==> config.mk <==
export PLATFORM = sky130hd
export DESIGN_NAME = pipelined_normalizer
export DESIGN_NICKNAME = d
export VERILOG_FILES = /design/src/rtl/pipelined_normalizer.sv
export SDC_FILE = /design/constraint.sdc
export NUM_CORES = 1
export LEC_CHECK = 0
export CAP_MARGIN = 20
export CORE_MARGIN = 2
export CORE_UTILIZATION = 37
export CTS_CLUSTER_SIZE = 12
export DETAILED_ROUTE_END_ITERATION = 16
export HOLD_SLACK_MARGIN = 0.06
export PLACE_DENSITY_LB_ADDON = 0.08
export SYNTH_ARGS = -nofsm -noshare
export SYNTH_HDL_FRONTEND = slang
export SYNTH_SLANG_ARGS = --single-unit
export TNS_END_PERCENT = 50
==> constraint.sdc <==
create_clock -name clk -period 1.8 [get_ports clk]
set_input_delay 0.18 -clock clk [delete_from_list [all_inputs] [get_ports clk]]
set_output_delay 0.18 -clock clk [all_outputs]
set_load 0.02 [all_outputs]
==> src/rtl/pipelined_normalizer.sv <==
// pipelined_normalizer
//   Two-stage mantissa normaliser with valid/ready handshakes on both sides.
//   Stage 1 locates the leading significant bit and registers the left-shift
//   amount. Stage 2 applies the shift so the significant bit lands at the MSB.
//   MODE 0 normalises on the leading one (unsigned operand).
//   MODE 1 normalises on the leading sign change (two's-complement operand).
//
// Ports
//   clk        rising-edge clock
//   rst_n      asynchronous active-low reset
//   in_valid   operand valid
//   in_ready   block can accept an operand this cycle
//   in_data    operand (WIDTH bits)
//   in_tag     sideband carried unchanged with the operand
//   out_valid  result valid
//   out_ready  downstream accepts the result
//   out_data   normalised operand
//   out_shift  left-shift amount that was applied
//   out_zero   operand was all-zero
//   out_tag    sideband of this result
module pipelined_normalizer #(
  parameter int WIDTH     = 8,
  parameter int TAG_WIDTH = 8,
  parameter int MODE      = 0
) (
  input  logic                     clk,
  input  logic                     rst_n,
  input  logic                     in_valid,
  output logic                     in_ready,
  input  logic [WIDTH-1:0]         in_data,
  input  logic [TAG_WIDTH-1:0]     in_tag,
  output logic                     out_valid,
  input  logic                     out_ready,
  output logic [WIDTH-1:0]         out_data,
  output logic [$clog2(WIDTH)-1:0] out_shift,
  output logic                     out_zero,
  output logic [TAG_WIDTH-1:0]     out_tag
);

  localparam int SW = $clog2(WIDTH);

  // Stage 1 state
  logic                 s1_valid_q;
  logic [WIDTH-1:0]     s1_data_q;
  logic [TAG_WIDTH-1:0] s1_tag_q;
  logic [SW-1:0]        s1_shift_q;
  logic                 s1_zero_q;

  // Stage 2 state (drives the outputs directly)
  logic                 s2_valid_q;
  logic [WIDTH-1:0]     s2_data_q;
  logic [TAG_WIDTH-1:0] s2_tag_q;
  logic [SW-1:0]        s2_shift_q;
  logic                 s2_zero_q;

  // Next-state values
  logic [SW-1:0]        s1_shift_d;
  logic                 s1_zero_d;
  logic [WIDTH-1:0]     s2_data_d;

  logic                 s1_adv;
  logic                 s2_adv;

  // Stall chain: a stage may load when it is empty or its contents move on.
  assign s2_adv   = !s2_valid_q || out_ready;
  assign s1_adv   = !s1_valid_q || s2_adv;
  assign in_ready = s1_adv;

  // Significance vector: the highest set bit of sig is the position p that
  // must end up at the MSB, so shift = WIDTH-1-p in both modes.
  //   MODE 0: sig is the operand itself.
  //   MODE 1: sig[i+1] flags data[i] differing from the sign bit; sig[0] is
  //           forced high so an operand made only of sign bits (0 or -1)
  //           yields the maximum shift of WIDTH-1.
  logic [WIDTH-1:0] sig;

  generate
    for (genvar gi = 0; gi < WIDTH; gi++) begin : g_sig
      if (MODE == 0) begin : g_lone
        assign sig[gi] = in_data[gi];
      end else if (gi == 0) begin : g_floor
        assign sig[gi] = 1'b1;
      end else begin : g_lsign
        assign sig[gi] = in_data[gi-1] ^ in_data[WIDTH-1];
      end
    end
  endgenerate

  // Priority encoder on sig; ascending scan so the highest hit wins.
  always_comb begin
    s1_shift_d = '0;
    s1_zero_d  = (in_data == '0);
    for (int i = 0; i < WIDTH; i++) begin
      if (sig[i]) begin
        s1_shift_d = SW'(WIDTH - 1 - i);
      end
    end
    // A zero operand is reported with no shift, regardless of mode.
    if (s1_zero_d) begin
      s1_shift_d = '0;
    end
  end

  // Zero-filled left shift into stage 2.
  assign s2_data_d = s1_data_q << s1_shift_q;

  // Payload registers only load alongside a valid beat, so idle cycles and
  // bubbles leave the outputs untouched.
  always_ff @(posedge clk or negedge rst_n) begin
    if (!rst_n) begin
      s1_valid_q <= 1'b0;
      s1_data_q  <= '0;
      s1_tag_q   <= '0;
      s1_shift_q <= '0;
      s1_zero_q  <= 1'b0;
    end else if (s1_adv) begin
      s1_valid_q <= in_valid;
      if (in_valid) begin
        s1_data_q  <= in_data;
        s1_tag_q   <= in_tag;
        s1_shift_q <= s1_shift_d;
        s1_zero_q  <= s1_zero_d;
      end
    end
  end

  always_ff @(posedge clk or negedge rst_n) begin
    if (!rst_n) begin
      s2_valid_q <= 1'b0;
      s2_data_q  <= '0;
      s2_tag_q   <= '0;
      s2_shift_q <= '0;
      s2_zero_q  <= 1'b0;
    end else if (s2_adv) begin
      s2_valid_q <= s1_valid_q;
      if (s1_valid_q) begin
        s2_data_q  <= s2_data_d;
        s2_tag_q   <= s1_tag_q;
        s2_shift_q <= s1_shift_q;
        s2_zero_q  <= s1_zero_q;
      end
    end
  end

  assign out_valid = s2_valid_q;
  assign out_data  = s2_data_q;
  assign out_shift = s2_shift_q;
  assign out_zero  = s2_zero_q;
  assign out_tag   = s2_tag_q;

endmodule

# Yosys cells after proc, flatten, opt, wreduce, memory -nomap -nowiden
# Cells that the tools add are included.
[word_totals]
mem_count = 0
regBits = 42
mem_bits_ro = 0
ramBits = 0
latchBits = 0
out_inout_bits = 22
inputBits = 20
elab_cells = 27
[op_classes]
n_lt_le_gt_ge = 0
n_div = 0
reduce_logical = 7
addsub = 0
n_eq_ne = 0
multipliers = 0
bitwise_logic = 0
n_shift = 1
muxes = 9
[op_table]
columns = ["cell", "n"]
rows = [
  ["3-bit 2-to-1 mux", 9],
  ["8-bit logical NOT", 1],
  ["8-bit by 3-bit << shifter with 8-bit output", 1],
  ["2-bit AND reduction", 2],
  ["1-bit logical NOT", 2],
  ["1-bit logical OR", 2],
]

# Logic depth before layout (Yosys ltp)
[logic_depth]
depth_word = 9
ltp_mapped = 6
depth_no_buf = 4

# Worst setup path after synthesis
# OpenSTA, ideal clock, no wires.
[synth_path]
path_type = "register to register"
from = "register s2_valid_q, in the netlist out_valid"
to = "register s1_data_q[0]"
stages_incl_launch_ff = 5
path_slack_ps = 194
arrival_time_ps = 1481
setup_time_ps = 125
period_less_slack_ps = 1606
required_ps = 1675
n_path_buf = 1
cell_sequence = "dfrtp_1 nand3b_1 nand2_2 buf_4 mux2_2"
[synth_via]
elab_chain_len = 4
[synth_rtl]
columns = ["item", "line", "source"]
rows = [
  ["from (decl)", "50", "logic s2_valid_q;"],
  ["from (signal assigned)", "135", "s2_valid_q <= s1_valid_q;"],
  ["1-bit logical NOT", "65", "assign s2_adv = !s2_valid_q || out_ready;"],
  ["1-bit logical OR", "65", ""],
  ["1-bit logical OR", "66", "assign s1_adv = !s1_valid_q || s2_adv;"],
  ["net in_ready", "29", "output logic in_ready,"],
  ["2-bit AND reduction (no source line)", "n/a", ""],
  ["to (signal assigned)", "119", "s1_data_q <= in_data;"],
  ["to (decl)", "44", "logic [WIDTH-1:0] s1_data_q;"],
]
# The timed path passes the listed nets, and every way through them passes these cells.
# A chain may end at the register's enable or synchronous reset.

# Worst setup path after layout
[layout_path]
from = "register s1_valid_q"
to = "output port in_ready"
[layout_via]
elab_chain_len = 2
[layout_rtl]
columns = ["item", "line", "source"]
rows = [
  ["from (decl)", "43", "logic s1_valid_q;"],
  ["from (signal assigned)", "117", "s1_valid_q <= in_valid;"],
  ["1-bit logical NOT", "66", ""],
  ["1-bit logical OR", "66", ""],
  ["to (decl)", "29", ""],
]
# Every way passes these cells.

==> flow_metrics.tcl <==
set metrics [dict create \
    maxCapViolCount 0 \
    rows 25 \
    final_core_util_pct 51.40 \
    drt-total-wl_mm 3.522 \
    fillers 444 \
    synth_area_per_cell_um2 13.17 \
    peakVddDrop_v 0.0004981 \
    synth-edff-count 0 \
    hold_depth 1 \
    die_width_um 74.84 \
    hold_path_end "out_data[4]" \
    dp_hpwl_mm 2.563 \
    grt_pass1_vias 1283 \
    grt_max_degree 35 \
    path_max_fanout 3 \
    vias 1253 \
    clkTransAtPathRegs_ns 0.08 \
    netlist_area_um2 1857 \
    io_pins 42 \
    core_um2 4786 \
    worst_clock_skew_ns 0.003886 \
    drive_gt1_share_pct 25.40 \
    num_antenna_cells 0 \
    area_growth_pct 32.48 \
    p_per_area_nw_per_um2 1067 \
    die_h_um 74.84 \
    period_share_pct 91.68 \
    fin_crit_ns 1.650 \
    setup_viol 0 \
    start_util_pct 38.80 \
    cpLargestDelayFamily "buffers and inverters" \
    p_leak_nw 1.025 \
    synth.area.top_cells "dfrtp_1, mux2_2, mux4_2" \
    syn_inst 141 \
    ys_ff_latch 42 \
    critical_path_buf_inv_count 1 \
    slew_violations 0 \
    cts_max_path_buffers 2 \
    r2r-end "out_data[6]" \
    rrSetupSlack_ns 0.26 \
    die-area_um2 5601 \
    cp-start-kind "flip-flop" \
    crit_type "reg2out" \
    tns_ns 0 \
    ys.flop_type "dfrtp_1" \
    r2r_cells 3 \
    post_cts_buffers 0 \
    critical-path-max-stage-delay_ns 0.63 \
    io_buffers 41 \
    timing.rr.start "s1_shift_q[1]" \
    postRouteAntennaNets 0 \
    drtIter0Drc 58 \
    rsz0062_at_grt "no" \
    end_kind "primary output" \
    grt_pass1_wl_mm 6.016 \
    slowest_stage "clkdlybuf4s50_1" \
    synth_nets 161 \
    multiInputGateArea_um2 749.5 \
    seq_area_frac_synth_pct 56.60 \
    cts_num_sinks 42 \
    dr.pass1.iters 4 \
    synthArstFlopShare_pct 100.0 \
    crit_chain "nand3b_1 > clkdlybuf4s50_1" \
    drc 0 \
    cts_tree "built" \
    yosysMostFrequentCell "dfrtp_1" \
    antenna_found_initial 0 \
    synth_cell_types 27 \
    clock_latency_ns 0.28 \
    ys_warn_count 0 \
    root_buffer "clkbuf_8" \
    grt_usage_pct 14.12 \
    synth_top_area_share_pct 56.60 \
    cts_buffers 5 \
    post_cts_resized 0 \
    hold_viol_final 0 \
    slew_headroom_pct 50.91 \
    max_slew.worst_pin.slew_ns 0.7364 \
    grt_overflow 0 \
    place.gp.congestion 0.8053 \
    worstPathArrival_ns 1.47 \
    post_drt_wl_per_cell_um 13.76 \
    hold_path.class "reg2reg" \
    status "complete, no violations" \
    crit_required_ns 1.62 \
    seqCellArea_um2 1051 \
    htree_levels 2 \
    synthTopCellsByCount "dfrtp_1, mux2_2, nand2_1" \
    fin_nets 208 \
    hp-start "out_data[4]" \
    max_clock_freq_ghz 0.6060 \
    hold_buffers 1 \
    netlist.top_cell.by_area "dfrtp_1" \
    viasPerCell 4.895 \
]
-- report_power, final --
| group | switching [mW] | total, mW | internal (mW) |
|---|---|---|---|
| Sequential | 0.121 | 1.23 | 1.11 |
| Clock | 0.316 | 0.625 | 0.308 |
| Combinational | 0.339 | 0.768 | 0.429 |
-- through the flow --
step                      cells  worst slack (ns)  hold WS, ns  total power [mW]  area (um^2)
after floorplan             141            0.1941      -0.1156             1.662         1857
after global placement      247            0.1408       0.2781             2.010         2355
after detailed placement    247            0.1115       0.2928             2.032         2355
after CTS                   256            0.1199       0.4874             2.674         2460
after global routing        256           0.07485       0.4975             2.781         2460
final                       256            0.1498       0.4776             2.626         2460
-- how the worst max path moves through the flow --
stage	startpoint	end	slack, ns	cells after the start
after global routing	s1_valid_q	in_ready	0.07	2
after floorplan	out_valid	s1_data_q[0]	0.19	4
after global placement	out_ready	out_data[0]	0.14	5
final	s1_valid_q	in_ready	0.15	2
after CTS	s1_valid_q	in_ready	0.12	2
after detailed placement	out_ready	out_tag[0]	0.11	4
-- layout by cell type, fill, tap and decap left out, drive strengths merged --
cell type      synthesis  routed
nor4                   2       2
o31ai                  2       2
nor2                   5       5
clkbuf                 0       6
o21ai                 11      11
nand2                 14      14
nand2b                 4       4
buf                    8       7
mux4                   4       4
dfrtp                 42      42
o41ai                  1       1
nand3b                 2       2
mux2i                  6       6
a211oi                 1       1
a22o                   4       4
nor3                   2       2
clkdlybuf4s50          0      40
clkinv                 0       1
inv                    2       2
dlygate4sd3            0       1
nor3b                  1       1
clkinvlp               0       1
o221ai                 1       1
mux2                  26      26
a21oi                  2       2
a21o                   1       1
-- cell families after synthesis --
| group | share of synthesized area [%] |
|---|---|
| buffers and inverters | 3.033 |
| AOI/OAI and AO/OA | 8.424 |
| DFF | 56.60 |
| muxes | 24.06 |
| and+or+nand+nor | 7.884 |
-- layout make-up --
type                            count  share of cell area [%]
Clock buffer                        6                   3.357
Clock inverter                      2                  0.5086
Inverter                            2                  0.3052
Multi-Input combinational cell     89                   30.47
Sequential cell                    42                   42.73
Tap cell                           67                   3.408
Timing Repair Buffer               48                   19.23
-- sequential cells by signal (all words and copies together), names as in the netlist --
signal / cells
s1_valid_q: 1
out_zero: 1
out_valid: 1
s1_zero_q: 1
s1_shift_q: 3
out_data: 8
s1_tag_q: 8
out_shift: 3
s1_data_q: 8
out_tag: 8
-- per-layer routing --
metal / track usage, % / wire [um]
met1: 19.45 / 1665
met2: 21.83 / 1666
met3: 4.016 / 173
met4: 4.167 / 17
met5: 0 / 0
(Power assumes the default switching activity.)
==> patch 1, RTL diff (same flow settings) <==
`TAG_WIDTH`: 8 -> 7.
--- a/src/rtl/pipelined_normalizer.sv
+++ b/src/rtl/pipelined_normalizer.sv
@@ -22,3 +22,3 @@
   parameter int WIDTH     = 8,
-  parameter int TAG_WIDTH = 8,
+  parameter int TAG_WIDTH = 7,
   parameter int MODE      = 0
Interface: changed (resized in_tag and out_tag); port bits go from 42 to 40. No check against the original RTL was run, so the function may have changed too.
==> patch 1 against the unedited design <==
  * Sequential cell count shrank 2
  * Clock skew increased by 0.0036 ns
  * Setup slack gained 0.014 ns
  * Clock power grew 34%
  * Area after synthesis is 5.2% lower
  * Cell area is 3.6% lower
  * Cell count is 7.4% lower
  * Total power increased by 4.5%
  * First-iteration DRC count is 1.7% higher
  * Critical path depth stayed put
  * Wire length fell by 6.0%
==> patch 1: results (changes against the unedited design) <==
* Status: completed (unchanged)
* Dpl hpwl at 2423 um (was 2563 um)
* Ys async rst share at 100.0% (unchanged)
* Via density per instance at 5.143 (was 4.895)
* DRT iter0 DRCs at 59 (was 58)
* CP max stage delay at 0.63 ns (about the same)
* Class of the worst hold path: primary input to async pin (was register to register)
* Reg2reg end: out_data[4]$_DFFE_PN0P_ (was out_data[6]$_DFFE_PN0P_)
* R2R depth at 4 (was 3)
* Gpl congestion at 0.7625 (was 0.8053)
* # fillers at 404 (was 444)
* Non-filler cells, final at 237 (was 256)
* Sequential share of the synthesized area at 56.86% (was 56.60%)
* CP Capture Point: in_ready (unchanged)
* Adder-cell share of the synthesized area at 0% (unchanged)
* Clock skew at 0.007476 ns (was 0.003886 ns)
* Synth Flop Type: dfrtp_1 (unchanged)
* Vias in the first global route at 1,228 (was 1,283)
* Drt pass-1 iters at 4 (unchanged)
* Post-Syn Area per Cell at 12.67 um2 (was 13.17 um2)
* Post-synth top cells: dfrtp_1 (40), mux2_2 (24), nand2_1 (14) (was dfrtp_1 (42), mux2_2 (26), nand2_1 (12))
* Worst path slowest cell: clkdlybuf4s50_1 (unchanged)
* Port bufs at 39 (was 41)
* Complex-gate fraction of the synthesized area at 8.955% (was 8.423%)
* Yosys warning count at 0 (unchanged)
* Fraction of layout cells with a size suffix above 1 at 22.40% (was 25.40%)
* Leak Pwr at 0.0009946 uW (was 0.001025 uW)
* First-pass GRT wire length at 5782 um (was 6016 um)
* Peak Freq at 611.1 MHz (was 606.0 MHz)
* CP delay by family, top: buffers and inverters (unchanged)
* Reg2reg setup slack at 0.41 ns (was 0.26 ns)
* Syn Nets at 158 (was 161)
* Worst-margin pin slew at 0.4211 ns (was 0.7364 ns)
* Dpl cell area at 0.002233 mm2 (was 0.002355 mm2)
* Mux contribution to synthesized area at 22.60% (was 24.06%)
* Critical R2R Launch: s1_data_q[1]$_DFFE_PN0P_ (was s1_shift_q[1]$_DFFE_PN0P_)
* CP startpoint: out_valid$_DFFE_PN0P_ (was s1_valid_q$_DFFE_PN0N_)
* GRT Total Usage at 14.19% (was 14.12%)
* Final #Nets at 202 (was 208)
* Avg WL per Cell at 13.96 um (was 13.76 um)
* Largest net degree at the start of global routing at 41 (was 35)
* Initial antenna violation count at 0 (unchanged)
* Bufs on Longest Clock Path at 2 (unchanged)
* Place WS at 0.1124 ns (was 0.1115 ns)
* H-tree levels at 2 (unchanged)
* CTS root buf: clkbuf_8 (unchanged)
* Hold_ws at 0.3896 ns (was 0.4776 ns)
* M1 GR Usage at 18.60% (was 19.45%)
* Synth area leaders: dfrtp_1 (57%), mux2_2 (15%), mux4_2 (3.8%), mux2i_1 (3.4%), o21ai_0 (3.1%) (was dfrtp_1 (57%), mux2_2 (16%), mux4_2 (3.6%), mux2i_1 (3.2%), nand2_1 (2.4%))
* Cts bufs inserted at 5 (unchanged)
* VDD IR max at 0.4315 mV (was 0.4981 mV)
* # placed instances at 229 (was 247)
* M2 GR Usage at 22.53% (was 21.83%)
* Met3 Use GR at 4.558% (was 4.016%)
* Yosys cell types at 26 (was 27)
==> patch 1: routing by layer <==
metal	vias up	wire, um
met5	-	0
met3	0	164
met2	36	1572
met4	0	0
met1	596	1572
li1	587	-
==> patch 1: layout make-up <==
| cell class | instances | area (um2) | share of cell area (%) |
|---|---|---|---|
| Sequential cell | 40 | 1001 | 42.19 |
| Tap cell | 54 | 67.56 | 2.848 |
| Multi-Input combinational cell | 89 | 709.4 | 29.90 |
| Timing Repair Buffer | 45 | 457.9 | 19.30 |
| Clock inverter | 2 | 60.06 | 2.532 |
| Clock buffer | 5 | 68.82 | 2.901 |
| Inverter | 2 | 7.507 | 0.3165 |
==> patch 1: where the power goes <==
group | total (uW) | internal [uW] | leakage, uW | switching [uW]
combinational | 742 | 407 | 0.000444 | 334
clock | 840 | 546 | 0.0000642 | 294
sequential | 1160 | 1060 | 0.000487 | 105
total | 2740 | 2010 | 0.000995 | 734
==> patch 2, RTL diff (same flow settings) <==
Without the edit above. Reset style: synchronous (`rst_n`), changed in 2 clocked blocks. Comments in the files are not updated.
--- a/src/rtl/pipelined_normalizer.sv
+++ b/src/rtl/pipelined_normalizer.sv
@@ -108,3 +108,3 @@
   // bubbles leave the outputs untouched.
-  always_ff @(posedge clk or negedge rst_n) begin
+  always_ff @(posedge clk) begin
     if (!rst_n) begin
@@ -126,3 +126,3 @@
 
-  always_ff @(posedge clk or negedge rst_n) begin
+  always_ff @(posedge clk) begin
     if (!rst_n) begin
Check against the original RTL: differs if rst_n is asserted again (counterexample within 4 cycles, from zero or initial values and one cycle with rst_n low); with rst_n held inactive, the same outputs for 10 cycles.
==> patch 2 against the unedited design <==
  * Sequential cell count stayed put
  * Cell area up 1.7%
  * Die area is 1.2% higher
  * Wire length increased by 9.7%
  * Cell count rose by 26%
  * Non-clock buffer count increased by 4
  * Setup slack better by 0.020 ns
  * Area after synthesis rose by 1.3%
  * Count of clock-buffer cells in the layout unchanged
  * Critical endpoint unchanged
  * Largest cell class is now multi-input gates
Power is not compared: it rests on default switching activity, and its combinational part moved more than twofold at a synthesized area within 25%.
==> patch 2: results (changes against the unedited design) <==
* Status: completed (unchanged)
* Number of diodes at 0 (unchanged)
* M1 GR Usage at 22.51% (was 19.45%)
* Avg WL per Cell at 11.99 um (was 13.76 um)
* First-pass GRT wire length at 6486 um (was 6016 um)
* Vias in the first global route at 1,348 (was 1,283)
* H-tree levels at 2 (unchanged)
* # fillers at 507 (was 444)
* Drt pass-1 iters at 4 (unchanged)
* Class of the worst hold path: primary input to register (was register to register)
* Gpl congestion at 0.8099 (was 0.8053)
* Met3 WL at 165 um (was 173 um)
* Largest net degree at the start of global routing at 21 (was 35)
* GRT Total Usage at 15.24% (was 14.12%)
* Dpl hpwl at 2853 um (was 2563 um)
* Syn Nets at 231 (was 161)
* Met1 WL at 2053 um (was 1665 um)
* CP max stage delay at 0.60 ns (was 0.63 ns)
* Met3 Use GR at 4.233% (was 4.016%)
* DRT iter0 DRCs at 68 (was 58)
* Synth area leaders: dfxtp_1 (45%), nand2_1 (13%), a21boi_1 (8.4%), a21boi_0 (4.8%), mux4_1 (4.2%) (was dfrtp_1 (57%), mux2_2 (16%), mux4_2 (3.6%), mux2i_1 (3.2%), nand2_1 (2.4%))
* FFs & Latches at 42 (unchanged)
* Place WS at 0.1564 ns (was 0.1115 ns)
* Clock buffer cells at 6 (unchanged)
* Top layer in use: met4 (unchanged)
* Gate power share at 13.5%
* Worst-margin pin slew at 0.3834 ns (was 0.7364 ns)
* Via density per instance at 4.823 (was 4.895)
* Fraction of layout cells with a size suffix above 1 at 9.020% (was 25.40%)
* Seq area share at 33.62% (was 42.73%)
* CP startpoint: out_ready (was s1_valid_q$_DFFE_PN0N_)
* Post-CTS setup buffer count at 0 (unchanged)
* Metal2 WL at 1579 um (was 1666 um)
* Multi-In Gates at 151 (was 89)
* Post-synth top cells: nand2_1 (63), dfxtp_1 (42), a21boi_1 (21) (was dfrtp_1 (42), mux2_2 (26), nand2_1 (12))
* Yosys cell types at 38 (was 27)
* Reg2reg end: out_data[5]$_SDFFE_PN0P_ (was out_data[6]$_DFFE_PN0P_)
* CP Capture Point: in_ready (unchanged)
* Initial antenna violation count at 0 (unchanged)
* Final #Nets at 275 (was 208)
* Share of cell area taken by multi-input logic gates at 36.87% (was 30.47%)
* Data buffer area share at 21.21% (was 19.23%)
* M2 GR Usage at 20.77% (was 21.83%)
* CP Class: primary input to output pin (was register to output pin)
* Clock network area share at 4.502% (was 3.866%)
* Reg2reg setup slack at 0.43 ns (was 0.26 ns)
* Signal buffers at 52 (was 48)
* Clk slew on worst S/H paths at 0.08 ns (about the same)
* Yosys warning count at 0 (unchanged)
* Clock skew at 0.007319 ns (was 0.003886 ns)
* Critical R2R Launch: s1_shift_q[0]$_SDFFE_PN0P_ (was s1_shift_q[1]$_DFFE_PN0P_)
* Sequential share of the synthesized area at 44.71% (was 56.60%)
* Min Tclk post-route at 1.630 ns (was 1.650 ns)
* Inverters at 3 (was 2)
* Worst path slowest cell: clkdlybuf4s50_1 (unchanged)
* Ys async rst share at 0% (was 100.0%)
[patch 2: cell count changes after synthesis, moves of 12 or more]
cell | before | now
dfrtp_1 | 42 | 0
dfxtp_1 | 0 | 42
nand2_1 | 12 | 63
a21boi_1 | 0 | 21
mux2_2 | 26 | 0
a21boi_0 | 0 | 12
[patch 2: logic make-up (layout without fill, tap and decap cells)]
family / count (synthesis) / count (layout) / synth area share [%]
AO/OA/AOI/OAI: 57 / 57 / 21.36
buffers and inverters: 18 / 62 / 6.253
flip-flops: 42 / 42 / 44.71
multiplexers: 8 / 8 / 6.853
AND/OR/NAND/NOR: 86 / 86 / 20.82
[patch 2: worst min-delay path by stage]
stage	start	endpoint	slack [ns]	cells after the start
2_1_floorplan	in_data[7]	s1_data_q[7]$_SDFFE_PN0P_	0.31	2
3_3_place_gp	out_data[0]$_SDFFE_PN0P_	out_data[0]$_SDFFE_PN0P_	0.44	2
4_1_cts	in_tag[7]	s1_tag_q[7]$_SDFFE_PN0P_	0.42	3
5_1_grt	in_tag[2]	s1_tag_q[2]$_SDFFE_PN0P_	0.46	3
6_report	in_tag[7]	s1_tag_q[7]$_SDFFE_PN0P_	0.43	3
3_5_place_dp	out_data[0]$_SDFFE_PN0P_	out_data[0]$_SDFFE_PN0P_	0.44	2
[patch 2: through the flow]
stage / hold WS [ns] / area (um2) / std cells
finish: 0.4288 / 2501 / 322
global route: 0.4581 / 2501 / 322
CTS: 0.4196 / 2501 / 322
detailed placement: 0.4444 / 2389 / 315
global placement: 0.4389 / 2389 / 315
floorplan: 0.3148 / 1881 / 211
[patch 2: worst max-delay path: cells and delay by family]
kind / cells / cell delay, ns
simple gates: 1 / 0.15
buf+inv: 2 / 1.11
